## src/rtl/x_burst_driver.sv

```systemverilog
// x_burst_driver: tester byte-command decoder driving single/burst accesses on N 23K640 SPI SRAM channels.
module x_burst_driver #(
  parameter int p_channels   = 16,
  parameter int p_addr_w     = 16,
  parameter int p_fifo_depth = 16,
  parameter int p_timeout    = 255
) (
  input  logic                    i_clk,
  input  logic                    i_rst,
  input  logic                    i_test_valid,
  input  logic [7:0]              i_test_data,
  output logic                    o_test_valid,
  output logic [7:0]              o_test_data,
  output logic                    o_busy,
  output logic                    o_rd_n_wr,
  output logic [p_addr_w-1:0]     o_addr,
  output logic [7:0]              o_wdata,
  output logic [p_channels-1:0]   o_valid,
  input  logic [p_channels-1:0]   i_accept,
  input  logic [p_channels-1:0]   i_ready,
  input  logic [8*p_channels-1:0] i_rdata
);
  localparam int aw = $clog2(p_fifo_depth);
  localparam int tw = $clog2(p_timeout + 1);
  localparam logic [1:0] s_idle = 2'd0, s_req = 2'd1, s_rdwait = 2'd2;
  logic [1:0] state;
  logic [3:0] sel;
  logic [p_addr_w-1:0] addr;
  logic [7:0] wdata;
  logic rd_n_wr;
  logic [4:0] beats;
  logic [tw-1:0] tmo;
  logic [7:0] mem [p_fifo_depth];
  logic [aw-1:0] rp, wp;
  logic [aw:0] cnt;
  logic err_ovf, err_unf, err_tmo, err_busy, err_sel;
  logic [3:0] op, nib;
  logic busy, cfg, go, pop_cmd, stat_cmd, clr, sel_ok, acc, rdy, tmo_last;
  logic empty, full, push, do_pop, do_push;
  logic [15:0] acc16, rdy16;
  logic [127:0] rd128;
  logic [7:0] rbyte, status;
  assign op       = i_test_data[3:0];
  assign nib      = i_test_data[7:4];
  assign busy     = state != s_idle;
  assign cfg      = i_test_valid && (op == 4'd0 || op == 4'd1 || op == 4'd3 || op == 4'd4);
  assign go       = i_test_valid && (op == 4'd5 || op == 4'd8);
  assign pop_cmd  = i_test_valid && op == 4'd6;
  assign stat_cmd = i_test_valid && op == 4'd7;
  assign clr      = i_test_valid && op == 4'd9;
  assign sel_ok   = {1'b0, sel} < 5'(p_channels);
  // Widen channel buses so a 4-bit sel can index them for any channel count
  assign acc16    = 16'(i_accept);
  assign rdy16    = 16'(i_ready);
  assign rd128    = 128'(i_rdata);
  assign acc      = acc16[sel];
  assign rdy      = rdy16[sel];
  assign rbyte    = rd128[{sel, 3'b000} +: 8];
  assign tmo_last = tmo == tw'(p_timeout - 1);
  assign empty    = cnt == '0;
  assign full     = cnt == (aw + 1)'(p_fifo_depth);
  assign push     = state == s_rdwait && rdy;
  assign do_pop   = pop_cmd && !empty;
  assign do_push  = push && (!full || do_pop);
  assign status   = {busy, empty, full, err_ovf, err_unf, err_tmo, err_busy, err_sel};
  assign o_busy    = busy;
  assign o_rd_n_wr = rd_n_wr;
  assign o_addr    = addr;
  assign o_wdata   = wdata;
  for (genvar k = 0; k < p_channels; k++) begin : g_valid
    assign o_valid[k] = state == s_req && sel == 4'(k);
  end
  always_ff @(posedge i_clk) begin
    if (i_rst) begin
      state        <= s_idle;
      sel          <= '0;
      addr         <= '0;
      wdata        <= '0;
      rd_n_wr      <= 1'b0;
      beats        <= '0;
      tmo          <= '0;
      rp           <= '0;
      wp           <= '0;
      cnt          <= '0;
      err_ovf      <= 1'b0;
      err_unf      <= 1'b0;
      err_tmo      <= 1'b0;
      err_busy     <= 1'b0;
      err_sel      <= 1'b0;
      o_test_valid <= 1'b0;
      o_test_data  <= '0;
    end else begin
      if (cfg && !busy) begin
        if (op == 4'd0) sel <= nib;
        if (op == 4'd1) wdata <= {wdata[3:0], nib};
        if (op == 4'd3) addr <= (addr << 4) | p_addr_w'(nib);
        if (op == 4'd4) rd_n_wr <= nib[0];
      end
      if (state == s_idle && go && sel_ok) begin
        state <= s_req;
        beats <= op == 4'd8 ? {1'b0, nib} + 5'd1 : 5'd1;
        tmo   <= '0;
      end else if (state == s_req && acc) begin
        addr  <= addr + 1'b1;
        beats <= beats - 5'd1;
        tmo   <= '0;
        state <= rd_n_wr ? s_rdwait : (beats != 5'd1 ? s_req : s_idle);
      end else if (state == s_rdwait && rdy) begin
        tmo   <= '0;
        state <= beats != 5'd0 ? s_req : s_idle;
      end else if (busy && tmo_last) begin
        state   <= s_idle;
        err_tmo <= 1'b1;
      end else if (busy) begin
        tmo <= tmo + 1'b1;
      end
      if (busy && (cfg || go || clr)) err_busy <= 1'b1;
      if (!busy && go && !sel_ok) err_sel <= 1'b1;
      if (pop_cmd && empty) err_unf <= 1'b1;
      if (push && full && !do_pop) err_ovf <= 1'b1;
      o_test_valid <= pop_cmd || stat_cmd;
      if (pop_cmd || stat_cmd) o_test_data <= stat_cmd ? status : (empty ? 8'h00 : mem[rp]);
      if (clr && !busy) begin
        rp       <= '0;
        wp       <= '0;
        cnt      <= '0;
        err_ovf  <= 1'b0;
        err_unf  <= 1'b0;
        err_tmo  <= 1'b0;
        err_busy <= 1'b0;
        err_sel  <= 1'b0;
      end else begin
        if (do_push) wp <= wp + 1'b1;
        if (do_pop) rp <= rp + 1'b1;
        cnt <= cnt + {{aw{1'b0}}, do_push} - {{aw{1'b0}}, do_pop};
      end
    end
  end
  always_ff @(posedge i_clk) begin
    if (do_push) mem[wp] <= rbyte;
  end
endmodule

```

## config.mk

```make
export PLATFORM = sky130hd
export DESIGN_NAME = x_burst_driver
export DESIGN_NICKNAME = d
export VERILOG_FILES = /design/src/rtl/x_burst_driver.sv
export SDC_FILE = /design/constraint.sdc
export NUM_CORES = 1
export LEC_CHECK = 0
export BUFFER_PORTS_ARGS = -buffer_cell sky130_fd_sc_hd__buf_2
export CAP_MARGIN = 10
export CELL_PAD_IN_SITES_DETAIL_PLACEMENT = 1
export CELL_PAD_IN_SITES_GLOBAL_PLACEMENT = 1
export CORE_MARGIN = 2
export CORE_UTILIZATION = 47
export DETAILED_ROUTE_END_ITERATION = 6
export PLACE_DENSITY_LB_ADDON = 0.1
export SYNTH_ARGS = -nofsm -noshare
export SYNTH_HDL_FRONTEND = slang
export SYNTH_SLANG_ARGS = --single-unit
```

## constraint.sdc

```tcl
create_clock -name i_clk -period 9.3 [get_ports i_clk]
set_clock_uncertainty 0.05 [all_clocks]
set_input_delay 0.93 -clock i_clk [delete_from_list [all_inputs] [get_ports i_clk]]
set_output_delay 0.93 -clock i_clk [all_outputs]
set_load 0.1 [all_outputs]
```

==> reports/results.ini <==
[synth]
yosysTopAreaCell = edfxtp_1
yosys_warnings = 0
synth_nets = 929
synth_top_area_frac = 0.388
synthArstFlopShare = 0
syn-cell-area_um2 = 9920
synth_cell_types = 60
avgSynthCellArea_um2 = 13.4
syn_inst = 739
ys_seq_area_frac = 0.537
synth_seq_cells = 202
synthFlopType = edfxtp_1
synth_edf_count = 128
ys_top_cells_by_area = edfxtp_1, mux4_2, dfxtp_1

[sta]
tns_ns = 0
drv_slew = 0
fin_crit_ns = 4.11
finalHoldViolations = 0
relSlewSlack = 0.360
finalCritPeriodShare = 0.442
max_freq_mhz = 243
worstMarginPinSlew_ns = 0.959
rsz0062_at_grt = false
setup_viol = 0

[placement]
hpwl_um = 21800
dpl_cell_area_um2 = 11200
port_buffers = 221
place_congestion = 0.822

[critical_path]
endpoint_kind = flop
crit_top_cell = inv_1
crit_path_cell_trace = nor2b_1 -> a22oi_1 -> nand4_1 -> a21boi_2 -> inv_1 -> ha_1 -> inv_1 -> ha_1 -> inv_1 -> fa_1 -> inv_1 -> a21oi_1 -> nor2_1 -> or3_1 -> a21oi_1
critPathBufInv = 4
rr_startpoint = sel[2]
cp-start-kind = flop
reg2reg_depth = 15
r2r-end = cnt[4]
cp.required_ns = 9.68
r2r_slack_ns = 5.19
slowest_delay_ns = 0.82
cp.arrival_ns = 4.49
crit_type = flop to flop
cp_max_fo = 20
slowest_stage = dfxtp_1
crit_family = compound AO/OA/AOI/OAI gates

[clock_network]
cts.sinks = 202
cts_root_buf = clkbuf_16
hold_buffers = 0
htree_levels = 1
clk_pin_slew_worst_paths_ns = 0.07
cts_tree = done
clockBufferDepth = 3
postCtsSetupBuffers = 0
clkLatencyLatePin_ns = 0.51
cts-buffers-inserted = 21
cts_resized = 0

[final_layout]
multi_input_area_um2 = 4290
drive_gt1_frac = 0.368
final_area_um2 = 11900
register_area_um2 = 5330
n_fill_cell = 2186
fin_nets = 1135
area_delta_synth_final_pct = 20.1

[routing]
wl_per_cell_um = 23.8
ant_nets = 0
totalWireLength_um = 29500
vias = 7314
drt_first_pass_iters = 5
drc = 0
via_per_inst = 5.91
drt_iter0_drc = 565

[die]
die_w_um = 149
core_um2 = 20900
start_util = 0.475
rows = 53
die_h_um = 149
dieArea_um2 = 22300
io_pins = 222

[hold_path]
hold_path_depth = 2
hp-start = err_tmo
hold_end = err_tmo
hold_class = flop to flop

[flow_run]
drv_cap = 0

[power_and_ir_drop]
power.switching_uw = 450
clkPwrFrac = 0.427
internal-power_uw = 1530
p_sw_frac = 0.227
seqPwrFrac = 0.490
power_density_nw_per_um2 = 166
leakage_uw = 0.00433
comb_power_share = 0.083
peakVddDrop_v = 0.000103

[global_route]
track_usage = 0.270
grt_first_pass_wirelength_um = 46000
overflow = 0
grt_pass1_vias = 8046
grt_max_degree = 48
antenna_found_initial = 2

[status]
status = completed

[Yosys cell counts (all sizes together) (5+ instances only)]
cell type / instances
a21oi: 29
a22oi: 9
a31oi: 12
a32oi: 6
and2: 6
and3: 19
buf: 29
clkbuf: 16
dfxtp: 74
edfxtp: 128
ha: 18
inv: 23
mux2i: 32
mux4: 79
nand2: 49
nand2b: 6
nand3: 18
nand4: 11
nor2: 65
nor2b: 9
nor3: 18
o21ai: 14
or3: 5
xnor2: 8
xor2: 10
[layout by cell type, fill, tap and decap left out, types with 7 or more instances in the layout]
cell and count:
nand3_1 17, nor2b_1 9, clkbuf_16 21, nand4_1 11, a21oi_1 29, dfxtp_1 71, xor2_1 10, mux4_2 79
nand2_1 49, ha_1 18, buf_2 221, a31oi_1 12, edfxtp_1 128, mux2i_1 32, inv_1 23, buf_4 7
a22oi_1 8, o21ai_0 14, nor2_1 65, and3_1 19, xnor2_1 8, nor3_1 17
[cell type report]
cell class	count	area share
sequential	202	0.448
multi-input combinational	469	0.360
timing repair buffer	228	0.0973
clock buffer	28	0.0489
tap	275	0.0289
clock inverter	10	0.00914
inverter	23	0.00725
antenna	3	0.000631
[metrics by stage]
stage	worst slack (ns)	power, uW	cells	utilization	hold slack (ns)
floorplan	4.91	1080	739	-	0.375
global placement	4.65	1140	1197	0.536	0.386
detailed placement	4.38	1150	1197	0.536	0.393
CTS	4.73	1990	1235	0.569	0.408
global route	4.76	2040	1237	0.570	0.432
finish	5.19	1980	1238	0.570	0.412
[routing by layer]
layer	track usage	wire length [um]
met1	0.345	11700
met2	0.479	15500
met3	0.0355	1500
met4	0.0829	847
met5	0	0
[power groups by stage]
stage | sequential, uW | combinational (uW) | clock, uW
4_1_cts | 970 | 164 | 856
2_1_floorplan | 996 | 86.9 | 0
5_1_grt | 971 | 179 | 894
6_report | 971 | 164 | 847
3_5_place_dp | 990 | 163 | 0
3_3_place_gp | 989 | 154 | 0
[worst max-delay path by stage]
stage                   startpoint    endpoint  slack [ns]  cells after the start
CTS                         sel[2]      cnt[4]        4.73                     15
detailed placement  i_test_data[3]      cnt[4]        4.38                     15
finish                      sel[2]      cnt[4]        5.19                     15
global route                sel[2]      cnt[4]        4.76                     15
floorplan                   sel[1]  o_valid[0]        4.91                      6
global placement    i_test_data[3]      cnt[4]        4.65                     15
[cell families (layout without fill, tap and decap cells)]
group	count (synthesis)	in the layout	share of synthesized area
adders and majority gates	19	19	0.0247
AOI/OAI and AO/OA	96	96	0.0654
and+or+nand+nor	224	224	0.113
buffers and inverters	68	289	0.0313
muxes	112	112	0.213
xor gates and xnor gates	18	18	0.0159
DFF	202	202	0.537
other	0	3	0
[worst register-to-register path: cells and delay by family (launching register included)]
family | cells | cell delay, ns
AOI/OAI and AO/OA | 4 | 1.24
and+or+nand+nor | 4 | 0.93
DFF | 1 | 0.82
adders and majority gates | 3 | 0.70
buffers and inverters | 4 | 0.29
[sequential cells by signal, summed over array words and instances (netlist names), named ones only]
name / flops
sel: 4
err_tmo: 1
o_rd_n_wr: 1
o_test_data: 8
o_addr: 16
beats: 5
cnt: 5
wp: 4
o_test_valid: 1
state: 2
err_unf: 1
mem: 128
err_ovf: 1
o_wdata: 8
tmo: 8
err_busy: 1
rp: 4
(Power assumes the default switching activity.)
